File: config.mk
export PLATFORM = sky130hd
export DESIGN_NAME = sp_load_store_arbiter_flat
export DESIGN_NICKNAME = d
export VERILOG_FILES = /design/src/rtl/sp_load_store_arbiter_if.sv /design/src/rtl/sp_load_store_arbiter.sv /design/src/flat_wrapper.sv
export SDC_FILE = /design/constraint.sdc
export NUM_CORES = 1
export LEC_CHECK = 0
export BUFFER_PORTS_ARGS = -buffer_cell sky130_fd_sc_hd__buf_2
export CORE_AREA = 5 5 138 140
export CTS_CLUSTER_SIZE = 14
export DETAILED_ROUTE_END_ITERATION = 10
export DIE_AREA = 0 0 143 145
export MAX_ROUTING_LAYER = met4
export PLACE_DENSITY = 0.74
export SETUP_SLACK_MARGIN = 0.5
export SKIP_LAST_GASP = 1
export SYNTH_ARGS = -nofsm -noshare
export SYNTH_HDL_FRONTEND = slang
export SYNTH_SLANG_ARGS = --single-unit
File: constraint.sdc
create_clock -name CLK -period 2.94 [get_ports CLK]
set_clock_uncertainty 0.05 [all_clocks]
set_input_delay 0.147 -clock CLK [delete_from_list [all_inputs] [get_ports CLK]]
set_output_delay 0.147 -clock CLK [all_outputs]
set_load 0.01 [all_outputs]
File: src/rtl/sp_load_store_arbiter_if.sv
// ---------------------------------------------------------------------------
// sp_load_store_arbiter_if
//
// Bundles the scratchpad-side burst request signals and the backing-memory
// port of sp_load_store_arbiter.
//
// Signals
//   sLoad / load_addr          level load request and byte base address
//   sStore / store_addr        level store request and byte base address
//   store_data                 current store row (advanced after sStore_hit)
//   load_data                  registered load row data
//   sLoad_hit / sLoad_row      one-cycle pulse: load_data valid for that row
//   sStore_hit                 one-cycle pulse: current store row written
//   mem_req / mem_wen          memory request, 1 = write
//   mem_addr / mem_wdata       row byte address and write data
//   mem_rdata / mem_ready      read data and request completion
//
// Handshake: mem_req is a valid that stays high, with mem_wen/mem_addr/
// mem_wdata stable, until a rising clock edge where mem_ready is also high;
// that edge completes the transfer and mem_rdata is taken on it. mem_ready
// is ignored while mem_req is low. Only one request is outstanding at a time.
//
// Modports
//   slave  : the arbiter itself
//   master : the environment (scratchpad plus memory)
// ---------------------------------------------------------------------------
interface sp_load_store_arbiter_if #(
    parameter int WORD_W       = 32,
    parameter int BITS_PER_ROW = 64,
    parameter int ROW_S_W      = 2
);
    logic                    sLoad;
    logic [WORD_W-1:0]       load_addr;
    logic                    sStore;
    logic [WORD_W-1:0]       store_addr;
    logic [BITS_PER_ROW-1:0] store_data;
    logic [BITS_PER_ROW-1:0] load_data;
    logic                    sLoad_hit;
    logic [ROW_S_W-1:0]      sLoad_row;
    logic                    sStore_hit;
    logic                    mem_req;
    logic                    mem_wen;
    logic [WORD_W-1:0]       mem_addr;
    logic [BITS_PER_ROW-1:0] mem_wdata;
    logic [BITS_PER_ROW-1:0] mem_rdata;
    logic                    mem_ready;

    modport slave (
        input  sLoad, load_addr, sStore, store_addr, store_data,
        input  mem_rdata, mem_ready,
        output load_data, sLoad_hit, sLoad_row, sStore_hit,
        output mem_req, mem_wen, mem_addr, mem_wdata
    );

    modport master (
        output sLoad, load_addr, sStore, store_addr, store_data,
        output mem_rdata, mem_ready,
        input  load_data, sLoad_hit, sLoad_row, sStore_hit,
        input  mem_req, mem_wen, mem_addr, mem_wdata
    );
endinterface

File: src/rtl/sp_load_store_arbiter.sv
// ---------------------------------------------------------------------------
// sp_load_store_arbiter
//
// Memory-side responder for the scratchpad load/store port. A granted load
// or store request moves one matrix of ROWS = 2**ROW_S_W rows over a
// single-outstanding memory port, one row per memory transfer. Loads return
// each row with sLoad_hit/sLoad_row; stores acknowledge each row with
// sStore_hit. Contended grants alternate between load and store.
//
// Ports
//   CLK        clock
//   nRST       asynchronous active-low reset
//   bus        sp_load_store_arbiter_if.slave (scratchpad + memory signals)
//   dbg_state  current FSM state encoding (IDLE=0 LD_REQ=1 LD_RESP=2
//              ST_REQ=3 ST_RESP=4 WAIT_DROP=5)
// ---------------------------------------------------------------------------
module sp_load_store_arbiter #(
    parameter int WORD_W       = 32,
    parameter int BITS_PER_ROW = 64,
    parameter int ROW_S_W      = 2
) (
    input  logic                          CLK,
    input  logic                          nRST,
    sp_load_store_arbiter_if.slave        bus,
    output logic [2:0]                    dbg_state
);

    typedef enum logic [2:0] {
        IDLE      = 3'd0,
        LD_REQ    = 3'd1,
        LD_RESP   = 3'd2,
        ST_REQ    = 3'd3,
        ST_RESP   = 3'd4,
        WAIT_DROP = 3'd5
    } state_t;

    localparam logic [WORD_W-1:0]  ROW_BYTES = WORD_W'(BITS_PER_ROW / 8);
    localparam logic [ROW_S_W-1:0] ROW_LAST  = '1;
    localparam logic [ROW_S_W-1:0] ROW_ONE   = ROW_S_W'(1);

    state_t                  state;
    logic [ROW_S_W-1:0]      row;
    logic [WORD_W-1:0]       base;
    logic                    last_grant;   // 0 = load, 1 = store
    logic                    any_grant;    // a grant has happened since reset

    logic                    mem_req_q;
    logic                    mem_wen_q;
    logic [WORD_W-1:0]       mem_addr_q;
    logic [BITS_PER_ROW-1:0] load_data_q;
    logic                    ld_hit_q;
    logic [ROW_S_W-1:0]      ld_row_q;
    logic                    st_hit_q;

    logic                    grant_ld;
    logic                    grant_st;
    logic                    granted_req;

    // Row byte address, wrapping modulo 2**WORD_W.
    function automatic logic [WORD_W-1:0] row_addr(
        input logic [WORD_W-1:0]  b,
        input logic [ROW_S_W-1:0] r
    );
        return b + WORD_W'(r) * ROW_BYTES;
    endfunction

    // Contended grants go to the type not served last. Out of reset no grant
    // has been made yet, so the first contended grant goes to load.
    always_comb begin
        grant_ld = 1'b0;
        grant_st = 1'b0;
        if (bus.sLoad && bus.sStore) begin
            if (!any_grant || last_grant) begin
                grant_ld = 1'b1;
            end else begin
                grant_st = 1'b1;
            end
        end else if (bus.sLoad) begin
            grant_ld = 1'b1;
        end else if (bus.sStore) begin
            grant_st = 1'b1;
        end
    end

    // Level of the request that owns the burst just finished.
    assign granted_req = last_grant ? bus.sStore : bus.sLoad;

    always_ff @(posedge CLK or negedge nRST) begin
        if (!nRST) begin
            state       <= IDLE;
            row         <= '0;
            base        <= '0;
            last_grant  <= 1'b0;
            any_grant   <= 1'b0;
            mem_req_q   <= 1'b0;
            mem_wen_q   <= 1'b0;
            mem_addr_q  <= '0;
            load_data_q <= '0;
            ld_hit_q    <= 1'b0;
            ld_row_q    <= '0;
            st_hit_q    <= 1'b0;
        end else begin
            ld_hit_q <= 1'b0;
            st_hit_q <= 1'b0;
            case (state)
                IDLE: begin
                    if (grant_ld) begin
                        base       <= bus.load_addr;
                        row        <= '0;
                        last_grant <= 1'b0;
                        any_grant  <= 1'b1;
                        mem_req_q  <= 1'b1;
                        mem_wen_q  <= 1'b0;
                        mem_addr_q <= bus.load_addr;
                        state      <= LD_REQ;
                    end else if (grant_st) begin
                        base       <= bus.store_addr;
                        row        <= '0;
                        last_grant <= 1'b1;
                        any_grant  <= 1'b1;
                        mem_req_q  <= 1'b1;
                        mem_wen_q  <= 1'b1;
                        mem_addr_q <= bus.store_addr;
                        state      <= ST_REQ;
                    end
                end

                LD_REQ: begin
                    if (bus.mem_ready) begin
                        load_data_q <= bus.mem_rdata;
                        mem_req_q   <= 1'b0;
                        ld_hit_q    <= 1'b1;
                        ld_row_q    <= row;
                        state       <= LD_RESP;
                    end
                end

                LD_RESP: begin
                    if (row == ROW_LAST) begin
                        state <= WAIT_DROP;
                    end else begin
                        row        <= row + ROW_ONE;
                        mem_req_q  <= 1'b1;
                        mem_wen_q  <= 1'b0;
                        mem_addr_q <= row_addr(base, row + ROW_ONE);
                        state      <= LD_REQ;
                    end
                end

                ST_REQ: begin
                    if (bus.mem_ready) begin
                        mem_req_q <= 1'b0;
                        mem_wen_q <= 1'b0;
                        st_hit_q  <= 1'b1;
                        state     <= ST_RESP;
                    end
                end

                ST_RESP: begin
                    if (row == ROW_LAST) begin
                        state <= WAIT_DROP;
                    end else begin
                        row        <= row + ROW_ONE;
                        mem_req_q  <= 1'b1;
                        mem_wen_q  <= 1'b1;
                        mem_addr_q <= row_addr(base, row + ROW_ONE);
                        state      <= ST_REQ;
                    end
                end

                WAIT_DROP: begin
                    // Hold off until the scratchpad drops the request it was
                    // served, so the same request is not granted twice.
                    if (!granted_req) begin
                        state <= IDLE;
                    end
                end

                default: begin
                    state <= IDLE;
                end
            endcase
        end
    end

    assign bus.mem_req    = mem_req_q;
    assign bus.mem_wen    = mem_wen_q;
    assign bus.mem_addr   = mem_addr_q;
    assign bus.load_data  = load_data_q;
    assign bus.sLoad_hit  = ld_hit_q;
    assign bus.sLoad_row  = ld_row_q;
    assign bus.sStore_hit = st_hit_q;

    // Write data is passed straight through: the scratchpad advances
    // store_data on the edge that ends the hit cycle, so a registered copy
    // would lag by one row.
    assign bus.mem_wdata = (state == ST_REQ) ? bus.store_data : '0;

    assign dbg_state = state;

endmodule
File: src/flat_wrapper.sv
// flat-port wrapper written by rule: the top's interface ports become plain ports
module sp_load_store_arbiter_flat 
#(
    parameter int WORD_W       = 32,
    parameter int BITS_PER_ROW = 64,
    parameter int ROW_S_W      = 2
)
  (CLK, nRST, dbg_state, bus_sLoad, bus_load_addr, bus_sStore, bus_store_addr, bus_store_data, bus_mem_rdata, bus_mem_ready, bus_load_data, bus_sLoad_hit, bus_sLoad_row, bus_sStore_hit, bus_mem_req, bus_mem_wen, bus_mem_addr, bus_mem_wdata);
  sp_load_store_arbiter_if #(.WORD_W(WORD_W), .BITS_PER_ROW(BITS_PER_ROW), .ROW_S_W(ROW_S_W)) bus_i ();
  input  logic CLK;
  input  logic nRST;
  output logic [2:0] dbg_state;
  input wire logic [$bits(bus_i.sLoad)-1:0] bus_sLoad;
  input wire logic [$bits(bus_i.load_addr)-1:0] bus_load_addr;
  input wire logic [$bits(bus_i.sStore)-1:0] bus_sStore;
  input wire logic [$bits(bus_i.store_addr)-1:0] bus_store_addr;
  input wire logic [$bits(bus_i.store_data)-1:0] bus_store_data;
  input wire logic [$bits(bus_i.mem_rdata)-1:0] bus_mem_rdata;
  input wire logic [$bits(bus_i.mem_ready)-1:0] bus_mem_ready;
  output wire logic [$bits(bus_i.load_data)-1:0] bus_load_data;
  output wire logic [$bits(bus_i.sLoad_hit)-1:0] bus_sLoad_hit;
  output wire logic [$bits(bus_i.sLoad_row)-1:0] bus_sLoad_row;
  output wire logic [$bits(bus_i.sStore_hit)-1:0] bus_sStore_hit;
  output wire logic [$bits(bus_i.mem_req)-1:0] bus_mem_req;
  output wire logic [$bits(bus_i.mem_wen)-1:0] bus_mem_wen;
  output wire logic [$bits(bus_i.mem_addr)-1:0] bus_mem_addr;
  output wire logic [$bits(bus_i.mem_wdata)-1:0] bus_mem_wdata;
  assign bus_i.sLoad = bus_sLoad;
  assign bus_i.load_addr = bus_load_addr;
  assign bus_i.sStore = bus_sStore;
  assign bus_i.store_addr = bus_store_addr;
  assign bus_i.store_data = bus_store_data;
  assign bus_i.mem_rdata = bus_mem_rdata;
  assign bus_i.mem_ready = bus_mem_ready;
  assign bus_load_data = bus_i.load_data;
  assign bus_sLoad_hit = bus_i.sLoad_hit;
  assign bus_sLoad_row = bus_i.sLoad_row;
  assign bus_sStore_hit = bus_i.sStore_hit;
  assign bus_mem_req = bus_i.mem_req;
  assign bus_mem_wen = bus_i.mem_wen;
  assign bus_mem_addr = bus_i.mem_addr;
  assign bus_mem_wdata = bus_i.mem_wdata;
  sp_load_store_arbiter #(.WORD_W(WORD_W), .BITS_PER_ROW(BITS_PER_ROW), .ROW_S_W(ROW_S_W)) u_core (.CLK(CLK), .nRST(nRST), .bus(bus_i), .dbg_state(dbg_state));
endmodule
After elaboration in Yosys (flattened, before gate mapping) --
Cells that the tools add are included. Widths: inputs -> output; s select.
Word-level totals: register bits 141, latch bits 0, bits in writable memories 0, bits in read-only memories 0, input bits 197, output and inout bits 169, logic and storage cells 80, memories 0
Cells by class: add/subtract/negate cells 2, multipliers 0, divide/modulo/power cells 0, order comparisons 0, equal/unequal tests 14, shifts and indexed selects 0, mux-type cells 36, bitwise logic cells 0, reductions and logical operators 16
Operator list (count):
- $mux 32 | 3
- $mux 64 | 1
- $pmux 32 s2 | 1
- $add 32x5->32 | 1
- $mux 3 | 7
- $pmux 3 s6 | 1
- $mux 1 | 17
- $ne 2x2->1 const B | 6
- $reduce_and 4->1 | 2
- $eq 3x2->1 const B | 2
- $eq 3x3->1 const B | 2
- $mux 2 | 3
- $reduce_and 5->1 | 1
- $pmux 1 s4 | 1
- $pmux 2 s2 | 1
- $reduce_and 2->1 | 2
- $reduce_bool 2->1 | 2
- $reduce_bool 4->1 | 1
- $reduce_or 2->1 | 2
- $eq 3x1->1 const B | 1
- $logic_not 3->1 | 1
- $ne 3x1->1 const B | 1
- $pmux 1 s3 | 1
- $reduce_and 3->1 | 1
- other kinds (7) | 7

Depth between registers and ports, before layout --
depth in word-level cells 7, depth in mapped cells 9, mapped depth without buffers 8

Worst setup path after synthesis --
OpenSTA, ideal clock, no wires.
path type register -> register, start point register u_core.row[0], end point register u_core.mem_addr_q[18], in the netlist u_core.bus.mem_addr[18], library setup time 0.126 ns, arrival time 2.384 ns, required time 2.764 ns, slack 0.380 ns, stages on the path, launching flop included 9, cell sequence dfrtp_1 > ha_1 > ha_1 > a21oi_1 > or4_4 > buf_6 > nand2b_1 > xnor2_1 > a221o_1
Between the ends: word-level cells in the longest chain between the ends 4
RTL lines:
- start: declaration | line sp_load_store_arbiter.sv:42 | logic [ROW_S_W-1:0] row;
- start signal: assignment | line sp_load_store_arbiter.sv:142 | row <= row + ROW_ONE;
- start signal: assignment | line sp_load_store_arbiter.sv:163 | row <= row + ROW_ONE;
- $add 2x1->2 | line sp_load_store_arbiter.sv:145, sp_load_store_arbiter.sv:166
- $add 32x5->32 | line sp_load_store_arbiter.sv:64 | return b + WORD_W'(r) * ROW_BYTES;
- $mux 32 | line sp_load_store_arbiter.sv:139, sp_load_store_arbiter.sv:160
- $pmux 32 s2 | line sp_load_store_arbiter.sv:105 | case (state)
- end signal: assignment | line sp_load_store_arbiter.sv:114 | mem_addr_q <= bus.load_addr;
- end signal: assignment | line sp_load_store_arbiter.sv:145 | mem_addr_q <= row_addr(base, row + ROW_ONE);
- end signal: assignment | line sp_load_store_arbiter.sv:166 | mem_addr_q <= row_addr(base, row + ROW_ONE);
- end: declaration | line sp_load_store_arbiter.sv:49 | logic [WORD_W-1:0] mem_addr_q;
Parallel ways exist; a longest one is shown, timed or not. The select of a mux whose other input is x is not followed. A chain may end at the register's enable or synchronous reset.

Final worst setup path --
Same ends and word-level chain as after synthesis.

==> impl_results.md <==
- Status: finished clean
- Drt pass-1 iters: 5
- Max VDD drop: 483.4 uV
- Synth cell types: 49
- Peak per-stage delay on the critical path: 660 ps
- Switching power: about 4.2 mW
- Remaining DRCs: 0
- Crit share post-route: 0.8286
- Dpl cell area: 0.009046 mm^2
- Clk_lat worst skew: between 400 and 500 ps
- Synth Register Bits: 141
- Post-Route Setup TNS: 0 ps
- DIE AREA: 0.02074 mm^2
- CP most frequent cell: ha_4
- Sequential share of power: 0.335
- WP data arrival: around 2700 ps
- Vias per cell: 4.942
- Max Freq: roughly 410 MHz
- Vias: 6494
- LEAKAGE: 5.279 nW
- CTS root buf: clkbuf_16
- Number of synthesized flops with an enable pin: 0
- Total Wirelength: 23170 um
- Power share of the combinational group: 0.467
- Hold Crit Class: primary input to flip-flop
- Core area: 0.01772 mm^2
- Die height: 145 um
- Async set-or-reset flop fraction in the synthesized netlist: 1.000
- Vias in the first global route: 6813
- Cells after Synth: 636
- Placer's final routability congestion estimate: approximately 0.83
- Design area: ~0.011 mm^2
- Pwr dens: 1027 mW/mm^2
- DRT iter0 DRCs: 259
- Final worst path period need: 2436 ps
- Setup-failing EPs final: 0
- Yosys warnings: 0
- Syn Nets: 837
- Share of cells above drive strength 1: 0.4810
- CTS clk-pin slew, worst paths: 60 ps
- CTS tree: yes
- # IOs: between 300 and 400
- CTS Buf Count: 17
- Die W: 143 um
- Largest cells by area after synthesis: dfrtp_1 (51%), mux2_2 (12%), and2_1 (5.9%), mux2i_1 (4.2%), nand2_1 (3.7%)
- Syn Area/Cell: about 11 um^2
- Proportion of netlist area held by the largest area contributor: 0.5088
- Sequential share of the synthesized area: 0.5088
- Maxcap violations: 0
- Crit path max fanout: 8
- PortBufs: around 370
- Power Total: ~11 mW
- Most frequent cell after synthesis: dfrtp_1
- R2R cell count: 7
- Post-layout net count: about 1300
- Slowest stage cell, crit path: or4_4
- CP Capture Type: flip-flop
- Hold EP: u_core.base[24]$_DFFE_PN0P_
- R2r setup slk: just over 500 ps
- First-pass GRT wire length: 36090 um
- Syn Std Cell Area: between 0.006 and 0.007 mm^2
- Area growth, synth to finish: 51.44%
- GRT Total Usage: 0.2263
- Worst-margin pin slew: 644.8 ps
- CP Launch Type: flip-flop
- Final Hold Fails: 0
- Grt ovf: 0
- Initial antenna violation count: 4
- CP cell instances: ha_4 > ha_4 > a21oi_4 > or4_4 > nand2b_4 > xnor2_1 > a221o_1
- Pins Over Slew Limit: 0
- Critical R2R Capture: u_core.bus.mem_addr[18]$_DFFE_PN0P_
- WS Path Type: flip-flop to flip-flop
- Worst Hold Path Cells: 3
- RR Startpoint: u_core.row[0]$_DFFE_PN0P_
- Worst slew margin: 0.5691
- Post-synth top area cell: dfrtp_1
- Hold Startpoint: bus_load_addr[24]
- RSZ-0062 raised after global routing: yes
- Rows: 49
- Avg WL per Cell: 17.63 um
- Crit path buf inv count: 0
- Int Pwr: 6.576 mW
- Largest net degree at the start of global routing: 77
- Post-route ant nets: 0
- H-tree levels: 4
- Sw Ratio: 0.3905
- Worst Path Required: 3190 ps
- Ys flop type: dfrtp_1
- Commonest cells in the netlist: dfrtp_1 (141), mux2_2 (73), nand2_1 (69)
- CTS Buffer Depth: 2
- Final HPWL DP: 16680 um
- Starting Density: 0.3914
- # clock sinks: 141
- Clock share of power: 0.198
- Largest delay contributor family on the critical path: simple AND/OR/NAND/NOR gates
-- worst max-delay path by stage --
| stage | from | to | cells after the start |
|---|---|---|---|
| after floorplan | u_core.row[1]$_DFFE_PN0P_ | u_core.bus.mem_addr[18]$_DFFE_PN0P_ | 8 |
| after global placement | u_core.row[1]$_DFFE_PN0P_ | u_core.bus.mem_addr[18]$_DFFE_PN0P_ | 7 |
| after detailed placement | u_core.row[1]$_DFFE_PN0P_ | u_core.bus.mem_addr[18]$_DFFE_PN0P_ | 7 |
| after CTS | u_core.row[1]$_DFFE_PN0P_ | u_core.bus.mem_addr[18]$_DFFE_PN0P_ | 7 |
| after global routing | u_core.row[0]$_DFFE_PN0P_ | u_core.bus.mem_addr[18]$_DFFE_PN0P_ | 7 |
| final | u_core.row[0]$_DFFE_PN0P_ | u_core.bus.mem_addr[18]$_DFFE_PN0P_ | 7 |
-- registers in the layout (all words and copies together), names as in the netlist --
register	count
u_core.row	2
u_core.bus.load_data	64
u_core.bus.sLoad_hit	1
u_core.bus.mem_wen	1
u_core.bus.sStore_hit	1
u_core.base	32
u_core.bus.mem_addr	32
u_core.bus.sLoad_row	2
u_core.bus.mem_req	1
u_core.last_grant	1
u_core.dbg_state	3
u_core.any_grant	1
-- worst min-delay path, cell delays in order --
cell	delay, ps
buf_2	70
mux2i_1	80
o21ai_0	140
-- power by group through the flow --
stage	Clock (mW)	Sequential, mW	Combinational (mW)
floorplan	0	3.82	2.69
global placement	0	3.56	4.73
detailed placement	0	3.60	4.84
CTS	2.19	3.57	4.97
global route	2.27	3.75	5.53
finish	2.14	3.61	5.04
-- per-layer routing --
layer / up-vias / global-route usage / part of all wire
met5: - / - / 0
met4: 0 / 0.08127 / 0.023
met3: 32 / 0.04870 / 0.067
li1: 3094 / - / -
met2: 267 / 0.3931 / 0.53
met1: 3101 / 0.2549 / 0.38
-- cells in the final DEF, fill, tap and decap left out, types with 3 or more instances in the layout --
| cell type | instances |
|---|---|
| nand2_1 | 68 |
| inv_1 | 11 |
| a211oi_1 | 5 |
| buf_4 | 13 |
| nor4_4 | 3 |
| o31ai_1 | 3 |
| nor4_1 | 4 |
| nand3_1 | 11 |
| buf_2 | 364 |
| mux2i_1 | 29 |
| clkinvlp_4 | 4 |
| nor2_1 | 16 |
| nor3_1 | 12 |
| or3_1 | 3 |
| diode_2 | 4 |
| dlygate4sd3_1 | 71 |
| inv_6 | 4 |
| a21oi_1 | 15 |
| a22o_1 | 8 |
| xnor2_1 | 21 |
| o221ai_1 | 6 |
| dfrtp_1 | 139 |
| and2_1 | 65 |
| nand4_1 | 4 |
| a2bb2oi_1 | 3 |
| a21o_1 | 8 |
| o21ai_0 | 38 |
| mux2_2 | 73 |
| o21ai_1 | 4 |
| a31o_2 | 4 |
| nor3_2 | 7 |
| clkbuf_16 | 17 |
| buf_12 | 3 |
-- what timing repair did --
| item | in CTS | in global routing |
|---|---|---|
| hold buffers | 71 | 0 |
| setup endpoints to repair | 8 | 81 |
| gates resized for setup | 4 | 17 |
| pin swaps | 3 | 7 |
| endpoints found under the hold margin | 116 | 0 |
| setup buffers | 4 | 2 |
-- cells by family (layout without fill, tap and decap cells) --
kind of cell    count (synthesis)  in the layout  share of synthesized area
compound gates                104            104                    0.09997
fa+ha+maj                       4              4                   0.008301
other cells                     0              4                          0
buf+inv                        52            497                    0.03103
xor+xnor                       24             24                    0.03031
mux                           102            102                     0.1604
simple gates                  209            209                     0.1611
flops                         141            141                     0.5088
-- area by class of cell --
class	instances	area, um^2
fillers	1467	7217
flip-flops and latches	141	3531
multi-input cells	443	3316
repair buffers	454	2728
clock buffers	17	425.4
well taps	229	286.5
clock inverters	15	163.9
inverters	11	41.29
diodes	4	10.01
-- metrics by stage --
stage	std cells	util	hold WS (ps)	setup slack [ps]
finish	1314	0.5927	7.942	503.8
global route	1314	0.5927	14.55	435.4
CTS	1308	0.5870	0.7465	468.5
detailed placement	1201	0.5106	56.64	416.1
global placement	1201	0.5106	65.38	442.7
floorplan	636	-	-198.6	511.5
Power figures use the tool's default switching activity.
